File: src/rtl/act_sched_pkg.sv
// Shared types, default widths and the saturation helper for act_lut_scheduler.
package act_sched_pkg;

    localparam int N_REQ_DEF  = 4;
    localparam int IN_W_DEF   = 8;
    localparam int ADDR_W_DEF = 4;
    localparam int DATA_W_DEF = 8;

    typedef enum logic [1:0] {
        IDLE,
        FETCH,
        CALC,
        HOLD
    } state_e;

    // Clamp a wide signed value into the signed range of a width-bit result.
    function automatic logic signed [31:0] saturate(input logic signed [31:0] value,
                                                    input int width);
        logic signed [31:0] hi;
        logic signed [31:0] lo;
        hi = (32'sd1 <<< (width - 1)) - 32'sd1;
        lo = -(32'sd1 <<< (width - 1));
        if (value > hi) return hi;
        if (value < lo) return lo;
        return value;
    endfunction

endpackage

File: src/rtl/act_interp.sv
// Combinational linear interpolation between two adjacent activation LUT entries.
module act_interp
    import act_sched_pkg::*;
#(
    parameter int DATA_W = DATA_W_DEF,
    parameter int FRAC_W = IN_W_DEF - ADDR_W_DEF
) (
    input  logic signed [DATA_W-1:0] base,
    input  logic signed [DATA_W-1:0] nxt,
    input  logic        [FRAC_W-1:0] frac,
    output logic signed [DATA_W-1:0] result
);

    localparam int PROD_W = DATA_W + FRAC_W + 2;

    logic signed [DATA_W:0]   diff;
    logic signed [PROD_W-1:0] diff_ext;
    logic signed [PROD_W-1:0] frac_ext;
    logic signed [PROD_W-1:0] prod;
    logic signed [PROD_W-1:0] step;
    logic signed [31:0]       sum;

    always_comb begin
        diff     = {nxt[DATA_W-1], nxt} - {base[DATA_W-1], base};
        diff_ext = PROD_W'(diff);
        frac_ext = PROD_W'({1'b0, frac});
        prod     = diff_ext * frac_ext;
        // Arithmetic shift floors toward minus infinity for falling segments.
        step     = prod >>> FRAC_W;
        sum      = 32'(step) + 32'(base);
        result   = DATA_W'(saturate(sum, DATA_W));
    end

endmodule

File: src/rtl/act_lut_scheduler.sv
// Round-robin scheduler sharing one external activation LUT among N_REQ neurons.
// Build option: define ACT_SCHED_INTERP_EN to enable the interpolating CALC stage.
module act_lut_scheduler
    import act_sched_pkg::*;
#(
    parameter int N_REQ  = N_REQ_DEF,
    parameter int IN_W   = IN_W_DEF,
    parameter int ADDR_W = ADDR_W_DEF,
    parameter int DATA_W = DATA_W_DEF
) (
    input  logic                       clk,
    input  logic                       rst,
    input  logic [N_REQ-1:0]           req,
    input  logic [N_REQ*IN_W-1:0]      x_in,
    output logic [N_REQ-1:0]           gnt,
    output logic [ADDR_W-1:0]          lut_addr,
    input  logic signed [DATA_W-1:0]   lut_base,
    input  logic signed [DATA_W-1:0]   lut_next,
    output logic                       out_valid,
    output logic signed [DATA_W-1:0]   out_data,
    output logic [$clog2(N_REQ)-1:0]   out_id,
    input  logic                       out_ready
);

    localparam int FRAC_W = IN_W - ADDR_W;
    localparam int ID_W   = $clog2(N_REQ);

    state_e                    state_q, state_d;
    logic [ID_W-1:0]           ptr_q, ptr_d;
    logic [IN_W-1:0]           x_q, x_d;
    logic [ID_W-1:0]           id_q, id_d;
    logic signed [DATA_W-1:0]  out_data_q, out_data_d;

    logic                      found;
    logic [ID_W-1:0]           gnt_idx;

`ifdef ACT_SCHED_INTERP_EN
    logic signed [DATA_W-1:0]  base_q, base_d;
    logic signed [DATA_W-1:0]  next_q, next_d;
    logic signed [DATA_W-1:0]  interp_res;

    act_interp #(
        .DATA_W (DATA_W),
        .FRAC_W (FRAC_W)
    ) u_interp (
        .base   (base_q),
        .nxt    (next_q),
        .frac   (x_q[FRAC_W-1:0]),
        .result (interp_res)
    );
`else
    logic unused_plain;
    assign unused_plain = ^{lut_next, x_q[FRAC_W-1:0]};
`endif

    // Round-robin search: first requester at or after ptr_q, wrapping.
    always_comb begin
        found   = 1'b0;
        gnt_idx = '0;
        for (int k = 0; k < N_REQ; k++) begin
            int              idx;
            logic [ID_W-1:0] cand;
            idx = int'(ptr_q) + k;
            if (idx >= N_REQ) idx = idx - N_REQ;
            cand = ID_W'(idx);
            if (!found && req[cand]) begin
                found   = 1'b1;
                gnt_idx = cand;
            end
        end
    end

    // NOTE: every signal written here gets a default first so no path can infer a latch.
    always_comb begin
        state_d    = state_q;
        ptr_d      = ptr_q;
        x_d        = x_q;
        id_d       = id_q;
        out_data_d = out_data_q;
        gnt        = '0;
`ifdef ACT_SCHED_INTERP_EN
        base_d     = base_q;
        next_d     = next_q;
`endif
        case (state_q)
            IDLE: begin
                if (found && !rst) begin
                    gnt[gnt_idx] = 1'b1;
                    x_d          = x_in[gnt_idx*IN_W +: IN_W];
                    id_d         = gnt_idx;
                    ptr_d        = (gnt_idx == ID_W'(N_REQ - 1)) ? '0 : gnt_idx + 1'b1;
                    state_d      = FETCH;
                end
            end
            FETCH: begin
`ifdef ACT_SCHED_INTERP_EN
                base_d  = lut_base;
                next_d  = lut_next;
                state_d = CALC;
`else
                out_data_d = lut_base;
                state_d    = HOLD;
`endif
            end
`ifdef ACT_SCHED_INTERP_EN
            CALC: begin
                out_data_d = interp_res;
                state_d    = HOLD;
            end
`endif
            HOLD: begin
                if (out_ready) state_d = IDLE;
            end
            default: state_d = IDLE;
        endcase
    end

    // NOTE: sequential state is updated with non-blocking assignments only.
    always_ff @(posedge clk) begin
        if (rst) begin
            state_q    <= IDLE;
            ptr_q      <= '0;
            x_q        <= '0;
            id_q       <= '0;
            out_data_q <= '0;
`ifdef ACT_SCHED_INTERP_EN
            base_q     <= '0;
            next_q     <= '0;
`endif
        end else begin
            state_q    <= state_d;
            ptr_q      <= ptr_d;
            x_q        <= x_d;
            id_q       <= id_d;
            out_data_q <= out_data_d;
`ifdef ACT_SCHED_INTERP_EN
            base_q     <= base_d;
            next_q     <= next_d;
`endif
        end
    end

    // The address comes straight from the latched input, so it holds while idle.
    assign lut_addr  = x_q[IN_W-1:FRAC_W];
    assign out_valid = (state_q == HOLD);
    assign out_data  = out_data_q;
    assign out_id    = id_q;

endmodule

File: config.mk
export PLATFORM = sky130hd
export DESIGN_NAME = act_lut_scheduler
export DESIGN_NICKNAME = d
export VERILOG_FILES = /design/src/rtl/act_sched_pkg.sv /design/src/rtl/act_interp.sv /design/src/rtl/act_lut_scheduler.sv
export SDC_FILE = /design/constraint.sdc
export NUM_CORES = 1
export LEC_CHECK = 0
export ABC_AREA = 1
export CAP_MARGIN = 40
export CORE_ASPECT_RATIO = 1.25
export CORE_MARGIN = 2
export CORE_UTILIZATION = 41
export CTS_BUF_LIST = sky130_fd_sc_hd__clkbuf_2
export DETAILED_ROUTE_END_ITERATION = 10
export PLACE_DENSITY = 0.88
export SYNTH_ARGS = -nofsm -noshare
export SYNTH_HDL_FRONTEND = slang
export SYNTH_HIERARCHICAL = 1
export SYNTH_SLANG_ARGS = --single-unit
File: constraint.sdc
create_clock -name clk -period 3 [get_ports clk]
set_input_delay 0.6 -clock clk [delete_from_list [all_inputs] [get_ports clk]]
set_output_delay 0.6 -clock clk [all_outputs]
set_load 0.01 [all_outputs]
==> impl_results.md, run 1 <==
- Total power: 1.112 mW
- Post-synthesis cell type count: 23
- Worst-path fanout max: 5
- Synth Area in Compound Gates: 0.06667
- Initial antenna violation count: 0
- TritonCTS Buffers: 3
- #FFs+latches synth: 18
- Num ports: 74
- Crit path max-delay cell type: clkdlybuf4s50_1
- IO buf count: 49
- Row cnt: 21
- Synthesized instance count: 187
- Vias per Instance: 4.733
- Dpl hpwl: 2.371 mm
- Share of layout cells above drive strength 1: 0.1969
- Kind of cell adding the most delay to the critical path: buffers and inverters
- Tcrit/Tclk final: 0.9553
- Simple-gate area share of the yosys netlist: 0.5083
- F_max: 0.3489 GHz
- Number of buffers and inverters on the critical path: 5
- Finished Core Util: 0.6740
- TritonCTS clock tree: yes
- Drt drc: 0
- Non-Filler Instances: 288
- Hold Crit Class: flip-flop to flip-flop
- Global route total overflow: 0
- Maximum vdd ir drop: 0.4254 mV
- Commonest non-fill, non-tap cell in the layout: nand2_1
- ANT nets after route: 0
- Sequential area share after synthesis: 0.3000
- Starting Density: 0.4396
- Diode count: 0
- RR Endpoint: ptr_q[1]$_SDFFE_PP0P_
- Post-route setup slack: 134.2 ps
- Rel. slew slack: 0.6835
- Via Count: 1363
- Levels on crit path: 12
- Root buf cell: clkbuf_2
- Startpoint types: input pin
- Final Setup Violations: 0
- Total of max-cap violations: 0
- Reg2Reg Depth: 12
- Mux contribution to synthesized area: 0
- Max-slew violation total from the final report: 0
- Power per standard cell area: 603.9 nW/um^2
- RSZ-0062 raised after global routing: no
- Area of the mapped netlist: 1201 um^2
- Critical path class: input pin to primary output
- Largest net degree at the start of global routing: 15
- Leak: 0.9346 nW
- Die area: 3381 um^2
- Worst slew pin tran: 473.0 ps
- Status: completed
- Synth Flop Type: dfxtp_1
- XOR/XNOR Fraction of Synth Area: 0
- EDFF count, synth: 0
- Routability cong.: 0.8186
- Most frequent cells in the layout: nand2_1, clkdlybuf4s50_1, nor2_1
- Min Tclk post-route: 2866 ps
- Final net count: 311
- Buffer levels on the longest clock path: 2
- Critical Path AT: 2270 ps
- Worst setup path start: req[0]
- Hold-fix buffers, CTS: 0
- Drt first pass iters: 4
- Placed cell count: 282
- CP max stage delay: 470 ps
- Area Overhead vs Synth: 53.33%
- Synth Area per Inst: 6.423 um^2
- Ys async rst share: 0
- Die Width: 52.41 um
- First-pass GRT wire length: 4.809 mm
- Placement Setup Slack: -225.8 ps
- Main combinational cell family by area after synthesis: simple AND/OR/NAND/NOR gates
- Total clock sinks: 18
- WL per Instance: 10.23 um
- H-tree depth: 1
- Clock latency at the later pin of the worst-skew pair: 290 ps
- Critical Path End: gnt[2]
- Iter 0 DRT Violations: 25
- Syn Nets: 243
- Hold Fails Final Rpt: 0
- Die Span Y: 64.52 um
- CP Cell Sequence: clkdlybuf4s50_1, inv_1, nand2_1, nand3_1, nand2_2, inv_1, nand3_1, nand3_2, buf_4, nand2_2, nor2_1, dlygate4sd2_1
- Setup Skew: 2.360 ps
- Placeable Area: 2733 um^2
- Total GRT Usage: 0.1791
- R2r setup slk: 1050 ps
- CP Capture Type: primary output
- Post-synthesis adder-cell area fraction: 0.01042
- Clock Pin Slew Worst Setup and Hold Paths: 150 ps
- Critical Path RT: 2400 ps
- Worst r2r src: ptr_q[0]$_SDFFE_PP0P_
- Routed WL: 2.946 mm
- Synth warnings: 6
- Vias in the first global route: 1298
worst register-to-register path: cells and delay by family (launching register included):
family / cells / cell delay [ps]
compound gates: 2 / 250
fa+ha+maj: 1 / 270
buf+inv: 2 / 170
flops: 1 / 450
simple gates: 7 / 710
cell type report:
cell class | count | area [um^2]
fill | 245 | 890.9
multi-input combinational | 138 | 703.2
timing repair buffer | 66 | 609.3
sequential | 18 | 360.3
inverter | 28 | 107.6
tap | 34 | 42.54
clock buffer | 3 | 15.01
clock inverter | 1 | 3.754
how the worst min path moves through the flow:
stage / cells past startpoint / to / slack, ps / startpoint
3_5_place_dp: 2 / out_id[1]$_SDFFE_PP0P_ / 460 / out_id[1]$_SDFFE_PP0P_
5_1_grt: 2 / out_id[1]$_SDFFE_PP0P_ / 490 / out_id[1]$_SDFFE_PP0P_
6_report: 2 / out_id[1]$_SDFFE_PP0P_ / 480 / out_id[1]$_SDFFE_PP0P_
2_1_floorplan: 2 / out_id[1]$_SDFFE_PP0P_ / 490 / out_id[1]$_SDFFE_PP0P_
3_3_place_gp: 2 / out_id[1]$_SDFFE_PP0P_ / 460 / out_id[1]$_SDFFE_PP0P_
4_1_cts: 2 / out_id[1]$_SDFFE_PP0P_ / 480 / out_id[1]$_SDFFE_PP0P_
cells by family after synthesis:
family / Yosys count
buffers and inverters: 31
adder cells (fa/ha/maj): 1
flip-flops: 18
AND/OR/NAND/NOR: 122
AO/OA/AOI/OAI: 15
cells in the mapped netlist (3+ instances only):
cell,instances,area share
nand3_4,4,0.058
inv_2,4,0.012
nand2_1,51,0.16
nor3_1,3,0.012
nand3_1,12,0.050
a21oi_1,3,0.012
dfxtp_1,18,0.30
nor2_1,29,0.091
nand4_1,4,0.021
o21ai_0,10,0.042
nand3_2,3,0.025
inv_1,23,0.072
nand2_2,13,0.068
metrics by stage:
| step | cell area, um^2 | TNS (ps) | hold WS [ps] |
|---|---|---|---|
| finish | 1842 | 0 | 480.6 |
| detailed placement | 1817 | -674.8 | 458.8 |
| CTS | 1831 | 0 | 482.4 |
| floorplan | 1201 | 0 | 485.5 |
| global placement | 1817 | -515.4 | 457.0 |
| global route | 1842 | 0 | 490.3 |
report_power, final:
part / total [mW] / switching, mW / internal [mW]
Combinational: 0.688 / 0.363 / 0.325
Clock: 0.0976 / 0.0686 / 0.0290
Sequential: 0.326 / 0.0327 / 0.294
timing repair:
item | CTS | global route
gates resized for setup | 4 | 2
pin swaps | 0 | 1
endpoints found under the setup margin | 4 | 1
endpoints found under the hold margin | 0 | 0
setup buffers | 0 | 2
cloned | 0 | 0
sequential cells by signal, indices dropped and copies added, names as in the netlist:
register  cells
x_q           4
ptr_q         2
out_id        2
state_q       2
out_data      8
metal layers:
| metal | global-route usage | up-vias | share of wire | routed length [um] |
|---|---|---|---|---|
| met5 | 0 | - | 0 | 0 |
| met4 | 0.06731 | 0 | 0.0071 | 21 |
| met3 | 0.02765 | 4 | 0.060 | 178 |
| met2 | 0.3328 | 36 | 0.52 | 1532 |
| met1 | 0.1963 | 607 | 0.41 | 1213 |
| li1 | - | 716 | - | - |
No activity file was read; power rests on OpenSTA's default activity.
==> run 2: changes to the inputs <==
ABC_CLOCK_PERIOD_IN_PS = 3000   (was not set)
==> results of run 2 <==
No change in the layout: final DEF, timing and power equal those of run 1.
==> run 3: changes to the inputs <==
ABC_CLOCK_PERIOD_IN_PS = not set   (was 3000)
==> results of run 3 <==
No change in the layout: final DEF, timing and power equal those of run 1.
